--- src/rtl/simple_fifo_pkg.sv ---
// -----------------------------------------------------------------------------
// simple_fifo_pkg
// Shared constants, controller state type and the request decoder for the
// simple_fifo block.
//
// Contents:
//   DATA_WIDTH, DEPTH, ADDR_WIDTH, COUNT_WIDTH  - fixed geometry
//   state_t                                     - controller operation/state
//   decode_op()                                 - maps a request to an operation
// -----------------------------------------------------------------------------
package simple_fifo_pkg;

  localparam int DATA_WIDTH  = 32;
  localparam int DEPTH       = 16;
  localparam int ADDR_WIDTH  = 4;
  // One extra bit so the count can represent both 0 and DEPTH.
  localparam int COUNT_WIDTH = ADDR_WIDTH + 1;

  // The controller state names the operation performed on the most recent
  // edge; INIT only exists between reset and the first edge.
  typedef enum logic [2:0] {
    INIT     = 3'd0,
    NO_OP    = 3'd1,
    WRITE    = 3'd2,
    WR_ERROR = 3'd3,
    READ     = 3'd4,
    RD_ERROR = 3'd5
  } state_t;

  // Decode one request. Simultaneous read and write is deliberately ignored
  // rather than serviced, so the FIFO never needs a read/write bypass path.
  function automatic state_t decode_op(
    input logic wr_req,
    input logic rd_req,
    input logic is_full,
    input logic is_empty
  );
    state_t op;
    op = NO_OP;
    unique case ({wr_req, rd_req})
      2'b10:   op = is_full  ? WR_ERROR : WRITE;
      2'b01:   op = is_empty ? RD_ERROR : READ;
      default: op = NO_OP;
    endcase
    return op;
  endfunction

endpackage

--- src/rtl/simple_fifo_mem.sv ---
// -----------------------------------------------------------------------------
// simple_fifo_mem
// DEPTH x DATA_WIDTH storage for simple_fifo: one synchronous write port and
// one registered read port. The array itself is never reset so it maps onto
// block or distributed RAM; only the read-data register is reset.
//
// Ports:
//   clk      in   clock, rising edge
//   reset_n  in   asynchronous active-low reset (read register only)
//   wr_en    in   write strobe
//   wr_addr  in   write address
//   wr_data  in   write data
//   rd_en    in   read strobe; rd_data loads mem[rd_addr] when high
//   rd_addr  in   read address
//   rd_data  out  registered read data, holds when rd_en is low
// -----------------------------------------------------------------------------
module simple_fifo_mem
  import simple_fifo_pkg::*;
(
  input  logic                  clk,
  input  logic                  reset_n,
  input  logic                  wr_en,
  input  logic [ADDR_WIDTH-1:0] wr_addr,
  input  logic [DATA_WIDTH-1:0] wr_data,
  input  logic                  rd_en,
  input  logic [ADDR_WIDTH-1:0] rd_addr,
  output logic [DATA_WIDTH-1:0] rd_data
);

  logic [DATA_WIDTH-1:0] mem [DEPTH];
  logic [DATA_WIDTH-1:0] rd_data_reg;

  // Storage array: no reset, so contents survive reset and stay RAM-mappable.
  always_ff @(posedge clk) begin
    if (wr_en) begin
      mem[wr_addr] <= wr_data;
    end
  end

  // Read register. The controller never reads and writes on the same edge,
  // so read-during-write behaviour of the array does not matter here.
  always_ff @(posedge clk or negedge reset_n) begin
    if (!reset_n) begin
      rd_data_reg <= '0;
    end else if (rd_en) begin
      rd_data_reg <= mem[rd_addr];
    end
  end

  assign rd_data = rd_data_reg;

endmodule

--- src/rtl/simple_fifo.sv ---
// -----------------------------------------------------------------------------
// simple_fifo
// Single-clock 16 x 32 FIFO with registered read data, occupancy count and
// per-edge handshake status. Each rising edge performs at most one operation
// (write, read, rejected write, rejected read or nothing).
//
// Ports:
//   clk         in   clock, rising edge
//   reset_n     in   asynchronous active-low reset; discards all contents
//   rd_en       in   read request
//   wr_en       in   write request (ignored together with rd_en)
//   d_in        in   write data
//   d_out       out  read data, updated only by a successful read
//   full        out  data_count == DEPTH
//   empty       out  data_count == 0
//   wr_ack      out  previous edge performed a write
//   wr_err      out  previous edge rejected a write because FIFO was full
//   rd_ack      out  previous edge performed a read
//   rd_err      out  previous edge rejected a read because FIFO was empty
//   data_count  out  occupancy 0..DEPTH
// -----------------------------------------------------------------------------
module simple_fifo
  import simple_fifo_pkg::*;
(
  input  logic                   clk,
  input  logic                   reset_n,
  input  logic                   rd_en,
  input  logic                   wr_en,
  input  logic [DATA_WIDTH-1:0]  d_in,
  output logic [DATA_WIDTH-1:0]  d_out,
  output logic                   full,
  output logic                   empty,
  output logic                   wr_ack,
  output logic                   wr_err,
  output logic                   rd_ack,
  output logic                   rd_err,
  output logic [COUNT_WIDTH-1:0] data_count
);

  state_t                 state_reg;
  state_t                 op_next;
  logic [ADDR_WIDTH-1:0]  wr_ptr_reg;
  logic [ADDR_WIDTH-1:0]  rd_ptr_reg;
  logic [COUNT_WIDTH-1:0] count_reg;
  logic                   wr_ack_reg;
  logic                   wr_err_reg;
  logic                   rd_ack_reg;
  logic                   rd_err_reg;
  logic                   mem_wr;
  logic                   mem_rd;

  // Flags come from the registered count, so they describe the FIFO as it
  // stands after the last edge and are stable for the whole cycle.
  assign full  = (count_reg == COUNT_WIDTH'(DEPTH));
  assign empty = (count_reg == '0);

  // Operation the coming edge will perform.
  assign op_next = decode_op(wr_en, rd_en, full, empty);
  assign mem_wr  = (op_next == WRITE);
  assign mem_rd  = (op_next == READ);

  // Controller: state, pointers, occupancy and status flags all update
  // together on the edge that samples the request. Pointers are exactly
  // ADDR_WIDTH bits wide so the 15 -> 0 wrap falls out of the addition.
  always_ff @(posedge clk or negedge reset_n) begin
    if (!reset_n) begin
      state_reg  <= INIT;
      wr_ptr_reg <= '0;
      rd_ptr_reg <= '0;
      count_reg  <= '0;
      wr_ack_reg <= 1'b0;
      wr_err_reg <= 1'b0;
      rd_ack_reg <= 1'b0;
      rd_err_reg <= 1'b0;
    end else begin
      state_reg  <= op_next;
      wr_ack_reg <= (op_next == WRITE);
      wr_err_reg <= (op_next == WR_ERROR);
      rd_ack_reg <= (op_next == READ);
      rd_err_reg <= (op_next == RD_ERROR);
      case (op_next)
        WRITE: begin
          wr_ptr_reg <= wr_ptr_reg + ADDR_WIDTH'(1);
          count_reg  <= count_reg + COUNT_WIDTH'(1);
        end
        READ: begin
          rd_ptr_reg <= rd_ptr_reg + ADDR_WIDTH'(1);
          count_reg  <= count_reg - COUNT_WIDTH'(1);
        end
        default: begin
          // NO_OP and both error cases leave pointers and count alone.
        end
      endcase
    end
  end

  simple_fifo_mem u_mem (
    .clk     (clk),
    .reset_n (reset_n),
    .wr_en   (mem_wr),
    .wr_addr (wr_ptr_reg),
    .wr_data (d_in),
    .rd_en   (mem_rd),
    .rd_addr (rd_ptr_reg),
    .rd_data (d_out)
  );

  assign wr_ack     = wr_ack_reg;
  assign wr_err     = wr_err_reg;
  assign rd_ack     = rd_ack_reg;
  assign rd_err     = rd_err_reg;
  assign data_count = count_reg;

  // The status flags are one-hot-or-zero by construction; the state register
  // must agree with them (INIT and NO_OP both mean "no flag").
  always_ff @(posedge clk) begin
    if (reset_n) begin
      assert ($onehot0({wr_ack_reg, wr_err_reg, rd_ack_reg, rd_err_reg}))
        else $error("simple_fifo: more than one status flag set");
      assert ((state_reg == WRITE) == wr_ack_reg)
        else $error("simple_fifo: state/wr_ack disagree");
    end
  end

endmodule

--- config.mk ---
export PLATFORM = sky130hd
export DESIGN_NAME = simple_fifo
export DESIGN_NICKNAME = d
export VERILOG_FILES = /design/src/rtl/simple_fifo_pkg.sv /design/src/rtl/simple_fifo_mem.sv /design/src/rtl/simple_fifo.sv
export SDC_FILE = /design/constraint.sdc
export NUM_CORES = 1
export LEC_CHECK = 0
export CORE_ASPECT_RATIO = 0.6
export CORE_MARGIN = 2
export CORE_UTILIZATION = 63
export DETAILED_ROUTE_END_ITERATION = 7
export DONT_BUFFER_PORTS = 1
export PLACE_DENSITY = 0.77
export SLEW_MARGIN = 5
export SYNTH_ARGS = -nofsm -noshare
export SYNTH_HDL_FRONTEND = slang
export SYNTH_SLANG_ARGS = --single-unit
--- constraint.sdc ---
create_clock -name clk -period 4.78 [get_ports clk]
set_input_delay 0.478 -clock clk [delete_from_list [all_inputs] [get_ports clk]]
set_output_delay 0.478 -clock clk [all_outputs]
set_load 0.02 [all_outputs]
# Word-level counts from Yosys, hierarchy flattened

Memory sizes are Yosys's and may differ from the RTL's. A register that Yosys moved wholly into a read port is not among the register bits.
Cells that the tools add are included.

Output and inout bits: 43
Word-level logic and storage cells: 28
Bits in registers: 17
Bits in latches: 0
ROM bits: 0
Bits in writable memories: 512
Memories: 1

Multipliers: 0
Add/sub/neg operators: 4
Bitwise gates (word level): 0
Reductions and logical operators: 3
Divide/modulo/power cells: 0
Order comparisons: 0
Multiplexer cells: 6
Equality and inequality tests: 7
Shifts and indexed selects: 0

Memory list:

| name      | depth | bits a word | read ports | clocked after Yosys merged registers in | write ports | line                  | text |
|---|---|---|---|---|---|---|---|
| u_mem.mem | 16    | 32          | 1          | 1                                       | 1           | simple_fifo_mem.sv:30 | `logic [DATA_WIDTH-1:0] mem [DEPTH];` |

Operators with widths:

| cell                  | count |
|---|---|
| $pmux W5 S2           | 1 |
| $add A4 B1 Y4 const B | 2 |
| $eq A3 B2 Y1 const B  | 2 |
| $eq A3 B3 Y1 const B  | 2 |
| $pmux W3 S2           | 1 |
| $add A5 B1 Y5 const B | 1 |
| $eq A5 B5 Y1 const B  | 1 |
| $logic_not A5 Y1      | 1 |
| $sub A5 B1 Y5 const B | 1 |
| $mux W1               | 4 |
| $eq A2 B1 Y1 const B  | 1 |
| $eq A2 B2 Y1 const B  | 1 |
| $reduce_bool A2 Y1    | 1 |
| $logic_not A1 Y1      | 1 |

# Logic depth before layout (Yosys ltp)

Gate-level depths: netlist of run 1.

Depth after elaboration: 6
Mapped depth: 12
Gate-level depth less buffers: 10

# Cells and area by module

Synthesis of run 1 repeated with hierarchy kept, for this count alone.

Cell total of the unflattened synthesis: 944
Area total of the unflattened synthesis: 21,662.0 sq um

By module, submodules not included:

| module          | area each (sq um) | times used | seq. area each (sq um) | cells an instance |
|---|---|---|---|---|
| simple_fifo_mem | 20,788.7          | 1          | 16,175.5               | 876 |
| simple_fifo     | 873.3             | 1          | 425.4                  | 68 |

# Least setup slack after synthesis of run 1

No wires, ideal clock.

Path kind: input to register
Start point: in wr_en
End point: mem u_mem.mem[3][0] (enable)
Slack: 0.420 ns
Path buffers: 1
Arrival: 3.899 ns
Data required time: 4.319 ns
Stages on the path: 7
Setup time: 0.461 ns
Cell sequence: inv_1 -> ha_1 -> nand2b_1 -> a211oi_1 -> buf_2 -> nand2_1 -> nor3_1

Longest elaborated chain between the ends: 5

Ends and longest elaborated chain:

| element                                             | line                  | text |
|---|---|---|
| start, declared                                     | simple_fifo.sv:28     | `input logic wr_en,` |
| $eq A2 B1 Y1 / $eq A2 B2 Y1 (equally long branches) | simple_fifo_pkg.sv:40 | `unique case ({wr_req, rd_req})` |
| $pmux W3 S2 *                                       | simple_fifo_pkg.sv:40 |  |
| $eq A3 B2 Y1 *                                      | simple_fifo.sv:59     | `assign mem_wr = (op_next == WRITE);` |
| named net mem_wr                                    | simple_fifo.sv:49     | `logic mem_wr;` |
| $mux W1 *                                           | simple_fifo_mem.sv:35 | `if (wr_en) begin` |
| $mux W1 (not written as such) *                     | simple_fifo_mem.sv:36 | `mem[wr_addr] <= wr_data;` |
| end, declared                                       | simple_fifo_mem.sv:30 |  |

The timed path passes the listed nets; every way through them passes the cells marked *.

# Worst setup path in the final report of run 1

Start point: reg count_reg[2], in the netlist data_count[2]
End point: mem u_mem.mem[10][22] (enable)

Longest elaborated chain between the ends: 6

Ends and longest elaborated chain:

| element                                                 | line                                         | text |
|---|---|---|
| start, declared                                         | simple_fifo.sv:44                            | `logic [COUNT_WIDTH-1:0] count_reg;` |
| start signal, assigned                                  | simple_fifo.sv:84                            | `count_reg <= count_reg + COUNT_WIDTH'(1);` |
| start signal, assigned                                  | simple_fifo.sv:88                            | `count_reg <= count_reg - COUNT_WIDTH'(1);` |
| $eq A5 B5 Y1 / $logic_not A5 Y1 (equally long branches) | simple_fifo.sv:54, simple_fifo.sv:55         |  |
| $mux W1 (on tied branches)                              | simple_fifo_pkg.sv:41, simple_fifo_pkg.sv:42 |  |
| $pmux W3 S2 *                                           | simple_fifo_pkg.sv:40                        |  |
| $eq A3 B2 Y1 *                                          | simple_fifo.sv:59                            |  |
| $mux W1 *                                               | simple_fifo_mem.sv:35                        |  |
| $mux W1 (not written as such) *                         | simple_fifo_mem.sv:36                        |  |

Every way passes the cells marked *; elsewhere a longest branch is shown, timed or not.

==> impl_metrics.env, run 1 <==
export IMPL_status="completed"
export IMPL_ys_seq_area_share_pct=77.8
export IMPL_place_area_mm2=0.0220
export IMPL_maxCapViolations=0
export IMPL_hp_start="wr_en"
export IMPL_grt_pass1_wl_um=67900
export IMPL_path_clk_slew_ns=0.06
export IMPL_clkSinkCount=561
export IMPL_crit_arrival_ns=3.34
export IMPL_holdPathEnd="rd_err$_DFF_PN0_"
export IMPL_end_kind="register"
export IMPL_rr_worst_depth=5
export IMPL_finClkSkew_ns=0.0210
export IMPL_fin_crit_sh_pct=64.5
export IMPL_synthArstFlopShare_pct=8.73
export IMPL_yosys_area_top_type="edfxtp_1"
export IMPL_syn_num_nets=1004
export IMPL_start_kind="register"
export IMPL_synth_edff_count=512
export IMPL_detail_route_first_pass_iterations=5
export IMPL_num_rows=52
export IMPL_max_slew_margin_pct=32.8
export IMPL_fp_dieH_um=147
export IMPL_hold_path_class="in -> reg"
export IMPL_path_class="reg -> reg"
export IMPL_synth_area_leaders="edfxtp_1 72%, mux4_2 14%, dfrtp_1 5.7%"
export IMPL_fin_nets=1065
export IMPL_die_w_um=242
export IMPL_synth_area_mm2=0.0213
export IMPL_layout_common_cells="512 x edfxtp_1, 128 x mux4_2, 64 x o22ai_1"
export IMPL_drcViolationCount=0
export IMPL_synthCells=957
export IMPL_io_pins=79
export IMPL_worst_pin_slew_ns=1.01
export IMPL_ys_ff_latch=561
export IMPL_design_area_mm2=0.0239
export IMPL_finalSetupViolCount=0
export IMPL_r2r_end="u_mem.mem[10][22]$_DFFE_PP_"
export IMPL_reg2reg_from="data_count[2]$_DFFE_PN0P_"
export IMPL_crit_path_start="data_count[2]$_DFFE_PN0P_"
export IMPL_p_leak_nw=7.51
export IMPL_drive_gt1_share_pct=27.5
export IMPL_fin_crit_ns=3.08
export IMPL_io_buffers=0
export IMPL_hold_depth=2
export IMPL_final_common_cell="edfxtp_1"
export IMPL_cts_max_path_buffers=3
export IMPL_grt_ovfl_total=0
export IMPL_largest_register_ffs=512
export IMPL_dr_first_iter_drc_count=1134
export IMPL_cts_hold_buf=34
export IMPL_r2r_setup_slack_ns=1.70
export IMPL_via_per_inst=6.68
export IMPL_required_ns=5.04
export IMPL_peakVddDrop_v=0.000330
export IMPL_wl_per_cell_um=29.4
export IMPL_cts_root_buf="clkbuf_16"
export IMPL_synth_warnings=0
export IMPL_avgSynthCellArea_um2=22.3
export IMPL_p_per_area_mw_per_mm2=531
export IMPL_synth_main_ff_cell="edfxtp_1"
export IMPL_cp_max_fo=23
export IMPL_nFillCells=1906
export IMPL_drv_slew=0
export IMPL_grt_max_degree=58
export IMPL_cts_buffers=47
export IMPL_coreArea_mm2=0.0335
export IMPL_cts_setup_buffers=0
export IMPL_area_growth_pct=12.0
export IMPL_cts_tree="yes"
export IMPL_rsz0062_at_grt="no"
export IMPL_wirelength_um=44500
export IMPL_grt_pass1_vias=10300
export IMPL_vias=10100
export IMPL_synth_top_cell_area_share_pct=72.1
export IMPL_finalSetupTns_ns=0
export IMPL_post_cts_resized=0
export IMPL_grt_usage_pct=26.4
export IMPL_gp_congestion=0.759
export IMPL_dieArea_mm2=0.0354
export IMPL_dp_hpwl_um=23900
export IMPL_antenna_left=0
export IMPL_clkLatencyLatePin_ns=0.57
export IMPL_initial_core_util_pct=63.7
export IMPL_synth_cell_types=36
export IMPL_htreeDepth=2
export IMPL_max_freq_ghz=0.325
export IMPL_antenna_found_initial=3
export IMPL_hold_viol_final=0
layout make-up:
cell class	count	area [µm²]	area share, %
clock inverter	21	225	0.942
tap	459	574	2.40
clock buffer	63	1300	5.43
sequential	561	16600	69.5
timing repair buffer	65	628	2.63
multi-input combinational	334	4520	18.9
inverter	9	33.8	0.141
antenna	4	10.0	0.0419
worst max path at each step:
stage | depth (start not counted) | end | slack [ns]
3_3_place_gp | 10 | data_count[4]$_DFFE_PN0P_ | 1.47
3_5_place_dp | 10 | data_count[4]$_DFFE_PN0P_ | 1.38
5_1_grt | 5 | u_mem.mem[10][22]$_DFFE_PP_ | 1.59
6_report | 5 | u_mem.mem[10][22]$_DFFE_PP_ | 1.70
2_1_floorplan | 7 | u_mem.mem[3][0]$_DFFE_PP_ | 0.42
4_1_cts | 5 | u_mem.mem[10][22]$_DFFE_PP_ | 1.72
worst max-delay path, cell delays in order (launching register included):
cell and delay, ns:
dfrtp_1 0.57, nor4_1 0.14, a211oi_2 0.50, nand2_1 0.35, nor2_4 0.85, buf_4 0.35
report_power, final:
group | switching, mW | total [mW] | internal, mW
sequential | 0.625 | 6.24 | 5.61
clock | 1.65 | 3.83 | 2.17
combinational | 1.24 | 2.62 | 1.39
total | 3.51 | 12.7 | 9.17
per-stage QoR:
stage	power [mW]	hold slack, ns	setup slack (ns)	instances	utilization, %
global route	13.2	0.190	1.59	1514	71.3
finish	12.7	0.186	1.70	1516	71.3
detailed placement	8.88	0.183	1.38	1394	65.7
CTS	12.8	0.161	1.72	1512	71.3
global placement	8.84	0.183	1.47	1394	65.7
floorplan	8.25	0.182	0.420	957	-
cell families after synthesis:
| family | after synthesis | synth area share [%] |
|---|---|---|
| AND/OR/NAND/NOR | 43 | 1.01 |
| flip-flops | 561 | 77.8 |
| adder cells (fa/ha/maj) | 11 | 0.680 |
| AO/OA/AOI/OAI | 107 | 3.14 |
| buffers and inverters | 62 | 1.57 |
| XOR/XNOR | 9 | 0.370 |
| multiplexers | 164 | 15.4 |
cells in the mapped netlist (8+ instances only):
master,instances
buf_2,16
nor2_1,17
ha_1,10
edfxtp_1,512
mux4_2,128
inv_1,8
o22ai_1,64
buf_6,10
dfrtp_1,49
clkbuf_1,21
xnor2_1,9
mux2_2,35
a21oi_1,29
per-layer routing:
layer	up-vias	share of wire (%)	global-route usage, %
li1	4165	-	-
met1	5344	43	41.5
met2	558	45	38.0
met3	57	10	6.88
met4	0	1.7	6.06
met5	-	0	0
Note: power is estimated with default switching activity, not from simulation.
==> run 2, diff against run 1 <==
clock period = 2.9 ns   (was 4.78 ns; I/O delays follow)
==> run 2 against run 1 <==
Net effect: register-to-register slack worse by 1.5 ns; worst setup slack worse by 1.5 ns; critical path depth increased by 3; highest routed layer unchanged; largest cell class unchanged; largest power group unchanged; sequential share of layout area shrank 1.4 points; clock power is 78% higher.
==> impl_metrics.env, run 2 (synthesized netlist as in run 1, its figures left out) <==
export IMPL_grt_pass1_wl_um=68000
export IMPL_fin_crit_sh_pct=91.5
export IMPL_rsz0062_at_grt="no"
export IMPL_hold_viol_final=0
export IMPL_post_place_cells=1414
export IMPL_coreArea_mm2=0.0335
export IMPL_layout_common_cells="512 x edfxtp_1, 128 x mux4_2, 64 x o22ai_1"
export IMPL_start_kind="register"
export IMPL_largest_register_ffs=512
export IMPL_initial_core_util_pct=63.7
export IMPL_max_slew_margin_pct=59.3
export IMPL_required_ns=3.34
export IMPL_antenna_left=0
export IMPL_maxCapViolations=0
export IMPL_layout_cells_non_filler=1542
export IMPL_use_met3_pct=6.12
export IMPL_p_per_area_mw_per_mm2=889
export IMPL_grt_busiest_layer="met2"
export IMPL_wirelength_um=44700
export IMPL_cts_buffers=48
export IMPL_fp_dieH_um=147
export IMPL_detail_route_first_pass_iterations=5
export IMPL_max_freq_ghz=0.377
export IMPL_dieArea_mm2=0.0354
export IMPL_worst_pin_slew_ns=0.611
export IMPL_cts_tree="yes"
export IMPL_path_class="reg -> reg"
export IMPL_cts_max_path_buffers=3
export IMPL_grt_max_degree=50
export IMPL_hold_path_class="in -> reg"
export IMPL_area_growth_pct=14.4
export IMPL_met1_usage_pct=39.8
export IMPL_gp_congestion=0.771
export IMPL_nFillCells=1840
export IMPL_clkLatencyLatePin_ns=0.58
export IMPL_cts_setup_buffers=0
export IMPL_end_kind="register"
export IMPL_dp_slack_ns=0.262
export IMPL_vias=10200
export IMPL_drive_gt1_share_pct=29.7
export IMPL_num_rows=52
export IMPL_io_pins=79
export IMPL_io_buffers=0
export IMPL_via_per_inst=6.61
export IMPL_crit_arrival_ns=3.10
export IMPL_grt_pass1_vias=10600
export IMPL_final_common_cell="edfxtp_1"
export IMPL_cp_max_fo=5
export IMPL_grt_usage_pct=26.3
export IMPL_dr_first_iter_drc_count=1202
export IMPL_path_clk_slew_ns=0.06
export IMPL_drv_slew=0
export IMPL_p_leak_nw=7.74
export IMPL_total_power_mw=21.7
export IMPL_setup_slack_ns=0.247
export IMPL_clkSinkCount=561
export IMPL_fin_nets=1087
export IMPL_die_w_um=242
export IMPL_drcViolationCount=0
export IMPL_wl_per_cell_um=29.0
export IMPL_htreeDepth=2
export IMPL_fin_crit_ns=2.65
export IMPL_cts_root_buf="clkbuf_16"
export IMPL_finalSetupViolCount=0
export IMPL_dp_hpwl_um=24500
export IMPL_grt_use_met2_pct=39.8
export IMPL_finClkSkew_ns=0.0240
export IMPL_antenna_found_initial=3
export IMPL_peakVddDrop_v=0.000785
export IMPL_grt_ovfl_total=0
export IMPL_status="completed"
[run 2: per-stage QoR]
step / utilization (%) / cell area (µm²) / setup TNS, ns / hold slack, ns
global placement: 66.7 / 22300 / 0 / -0.00435
CTS: 72.8 / 24400 / 0 / 0.0330
detailed placement: 66.7 / 22300 / 0 / -0.00451
global route: 72.8 / 24400 / 0 / 0.0441
finish: 72.8 / 24400 / 0 / 0.0601
floorplan: - / 21400 / -149.43 / -0.00559
[run 2: report_power, final]
group | leakage, nW | switching (mW) | internal, mW
combinational | 1.75 | 2.35 | 2.48
clock | 0.828 | 2.85 | 3.98
sequential | 5.16 | 0.786 | 9.25
total | 7.74 | 5.98 | 15.7
[run 2: cell type report]
| class | count | area, µm² | share of cell area (%) |
|---|---|---|---|
| Antenna cell | 3 | 7.51 | 0.0308 |
| Sequential cell | 561 | 16600 | 68.0 |
| Inverter | 9 | 33.8 | 0.138 |
| Clock inverter | 36 | 414 | 1.70 |
| Multi-Input combinational cell | 334 | 4540 | 18.6 |
| Timing Repair Buffer | 86 | 951 | 3.90 |
| Clock buffer | 54 | 1280 | 5.23 |
| Tap cell | 459 | 574 | 2.35 |
[run 2: critical path: stages (launching register included)]
cell and delay (ns):
dfrtp_1 0.39, or4_4 0.59, o21ai_4 0.21, inv_2 0.09, ha_1 0.32, nor2b_1 0.16, o21ai_0 0.24, a21oi_1 0.12
a2111o_1 0.41
[run 2: final timing paths]
| check | start | endpoint | slack, ns | cells past startpoint |
|---|---|---|---|---|
| worst max-delay path | data_count[1]$_DFFE_PN0P_ | data_count[4]$_DFFE_PN0P_ | 0.25 | 8 |
| worst min-delay path | rd_en | rd_err$_DFF_PN0_ | 0.06 | 3 |
| worst max register to register | data_count[1]$_DFFE_PN0P_ | data_count[4]$_DFFE_PN0P_ | 0.25 | 8 |
| worst min register to register | rd_ptr_reg[2]$_DFFE_PN0P_ | rd_ptr_reg[2]$_DFFE_PN0P_ | 0.60 | 1 |
| max in group asynchronous | reset_n | rd_ptr_reg[3]$_DFFE_PN0P_ | 2.31 | 2 |
| min in group asynchronous | reset_n | u_mem.rd_data[6]$_DFFE_PN0P_ | 0.29 | 2 |
[run 2: per-layer routing]
| layer | wire length [µm] | up-vias |
|---|---|---|
| met5 | 0 | - |
| met4 | 974 | 0 |
| met3 | 4460 | 71 |
| met2 | 20700 | 534 |
| met1 | 18500 | 5382 |
| li1 | - | 4202 |
[run 2: repair_timing]
| item | CTS | global route |
|---|---|---|
| hold buffers | 35 | 0 |
| hold endpoints to repair | 562 | 0 |
| resized for setup | 0 | 0 |
==> run 3, diff against run 2 <==
clock period = 2.7 ns   (was 2.9 ns; I/O delays follow)
==> run 3 against run 2 <==
Net effect: combinational power is 8.9% higher; fmax rose by 5.4%; count of clock-buffer cells in the layout up 14; largest power group unchanged; highest routed layer is now met5; non-clock buffer count rose by 2; final cell count about the same; cell area shrank 0.22%; sequential cell count unchanged; clock power is 2% higher; global-route usage is 0.30 points higher.
==> impl_metrics.env, run 3 (synthesized netlist as in run 1, its figures left out) <==
export IMPL_rsz0062_at_grt="no"
export IMPL_path_clk_slew_ns=0.06
export IMPL_reg2reg_from="data_count[0]$_DFFE_PN0P_"
export IMPL_clkLatencyLatePin_ns=0.58
export IMPL_crit_arrival_ns=2.96
export IMPL_cts_buffers=48
export IMPL_dr_first_iter_drc_count=1031
export IMPL_post_cts_resized=0
export IMPL_max_freq_ghz=0.397
export IMPL_grt_ovfl_total=0
export IMPL_initial_core_util_pct=63.7
export IMPL_r2r_setup_slack_ns=0.18
export IMPL_p_per_area_mw_per_mm2=943
export IMPL_dieArea_mm2=0.0354
export IMPL_num_rows=52
export IMPL_dp_hpwl_um=24700
export IMPL_wirelength_um=45500
export IMPL_peakVddDrop_v=0.000649
export IMPL_coreArea_mm2=0.0335
export IMPL_nFillCells=1851
export IMPL_cts_root_buf="clkbuf_16"
export IMPL_fp_dieH_um=147
export IMPL_path_class="reg -> reg"
export IMPL_largest_register_ffs=512
export IMPL_cp_max_fo=7
export IMPL_final_common_cell="edfxtp_1"
export IMPL_io_buffers=0
export IMPL_antenna_left=0
export IMPL_finClkSkew_ns=0.0204
export IMPL_antenna_found_initial=2
export IMPL_via_per_inst=6.58
export IMPL_die_w_um=242
export IMPL_p_leak_nw=7.70
export IMPL_grt_pass1_vias=10600
export IMPL_vias=10100
export IMPL_gp_congestion=0.764
export IMPL_cts_tree="yes"
export IMPL_start_kind="register"
export IMPL_detail_route_first_pass_iterations=5
export IMPL_fin_crit_ns=2.52
export IMPL_grt_usage_pct=26.6
export IMPL_fin_crit_sh_pct=93.3
export IMPL_max_slew_margin_pct=52.0
export IMPL_hold_path_class="in -> reg"
export IMPL_area_growth_pct=14.2
export IMPL_required_ns=3.14
export IMPL_maxCapViolations=0
export IMPL_htreeDepth=2
export IMPL_holdWs_ns=0.0438
export IMPL_cts_max_path_buffers=3
export IMPL_layout_common_cells="512 x edfxtp_1, 128 x mux4_2, 64 x o22ai_1"
export IMPL_fin_nets=1089
export IMPL_wl_per_cell_um=29.5
export IMPL_worst_pin_slew_ns=0.719
export IMPL_hp_start="rd_en"
export IMPL_grt_max_degree=55
export IMPL_total_power_mw=23.0
export IMPL_drv_slew=0
export IMPL_grt_pass1_wl_um=68100
export IMPL_io_pins=79
export IMPL_drive_gt1_share_pct=30.0
export IMPL_end_kind="register"
export IMPL_status="completed"
export IMPL_clkSinkCount=561
export IMPL_drcViolationCount=0
export IMPL_finalSetupViolCount=0
export IMPL_hold_viol_final=0
export IMPL_crit_path_start="data_count[0]$_DFFE_PN0P_"
[run 3: cell types whose count changed in the layout (fill, tap and decap cells not counted), sizes merged]
cell | previous run | this run
clkbuf | 54 | 68
clkinv | 24 | 15
bufinv | 9 | 4
buf | 52 | 54
diode | 3 | 1
clkinvlp | 2 | 1
[run 3: layout make-up]
cell class / instances / area [µm²] / share of cell area (%)
Antenna cell: 1 / 2.50 / 0.0103
Clock buffer: 68 / 1370 / 5.62
Clock inverter: 21 / 215 / 0.884
Inverter: 9 / 33.8 / 0.139
Multi-Input combinational cell: 334 / 4570 / 18.8
Sequential cell: 561 / 16600 / 68.2
Tap cell: 459 / 574 / 2.36
Timing Repair Buffer: 88 / 978 / 4.02
[run 3: final timing paths]
kind | end | cells past startpoint
setup / recovery | data_count[4]$_DFFE_PN0P_ | 8
hold / removal | rd_err$_DFF_PN0_ | 3
setup reg to reg | data_count[4]$_DFFE_PN0P_ | 8
hold reg to reg | rd_ptr_reg[2]$_DFFE_PN0P_ | 1
max in group asynchronous | rd_ptr_reg[1]$_DFFE_PN0P_ | 2
min in group asynchronous | u_mem.rd_data[30]$_DFFE_PN0P_ | 2
[run 3: per-layer routing]
metal / track usage, % / wire (µm) / share of wire, % / vias up
met5: 0 / 13 / 0.029 / -
met4: 6.24 / 735 / 1.6 / 2
met3: 6.10 / 4130 / 9.1 / 61
met2: 40.9 / 21500 / 47 / 478
met1: 40.0 / 19100 / 42 / 5394
li1: - / - / - / 4203
[run 3: where the power goes]
part | leakage [nW] | total, mW | switching, mW | internal [mW]
sequential | 5.15 | 10.8 | 0.815 | 9.94
clock | 0.776 | 6.94 | 3.02 | 3.93
combinational | 1.77 | 5.26 | 2.59 | 2.67
total | 7.70 | 23.0 | 6.42 | 16.5
[run 3: critical path, stage by stage, from the launching register on]
cell	delay, ns
dfrtp_2	0.41
or4_4	0.59
o21ai_4	0.25
inv_2	0.14
ha_4	0.30
nor2b_4	0.15
o21a_1	0.14
nor4_1	0.05
a2111o_1	0.38
[run 3: through the flow]
step                setup TNS [ns]  worst slack [ns]  cells  cell area [µm²]  util [%]
finish                           0             0.181   1541            24400      72.7
global route                     0             0.107   1540            24400      72.7
CTS                              0             0.180   1540            24400      72.7
detailed placement               0             0.187   1416            22400      66.9
global placement                 0             0.254   1416            22400      66.9
floorplan                  -0.0138           -0.0138    957            21400         -
[run 3: repair_timing]
action                                  CTS  global route
hold endpoints to repair                562             0
hold buffers                             35             0
setup buffers                             0             0
endpoints found under the setup margin    0             0
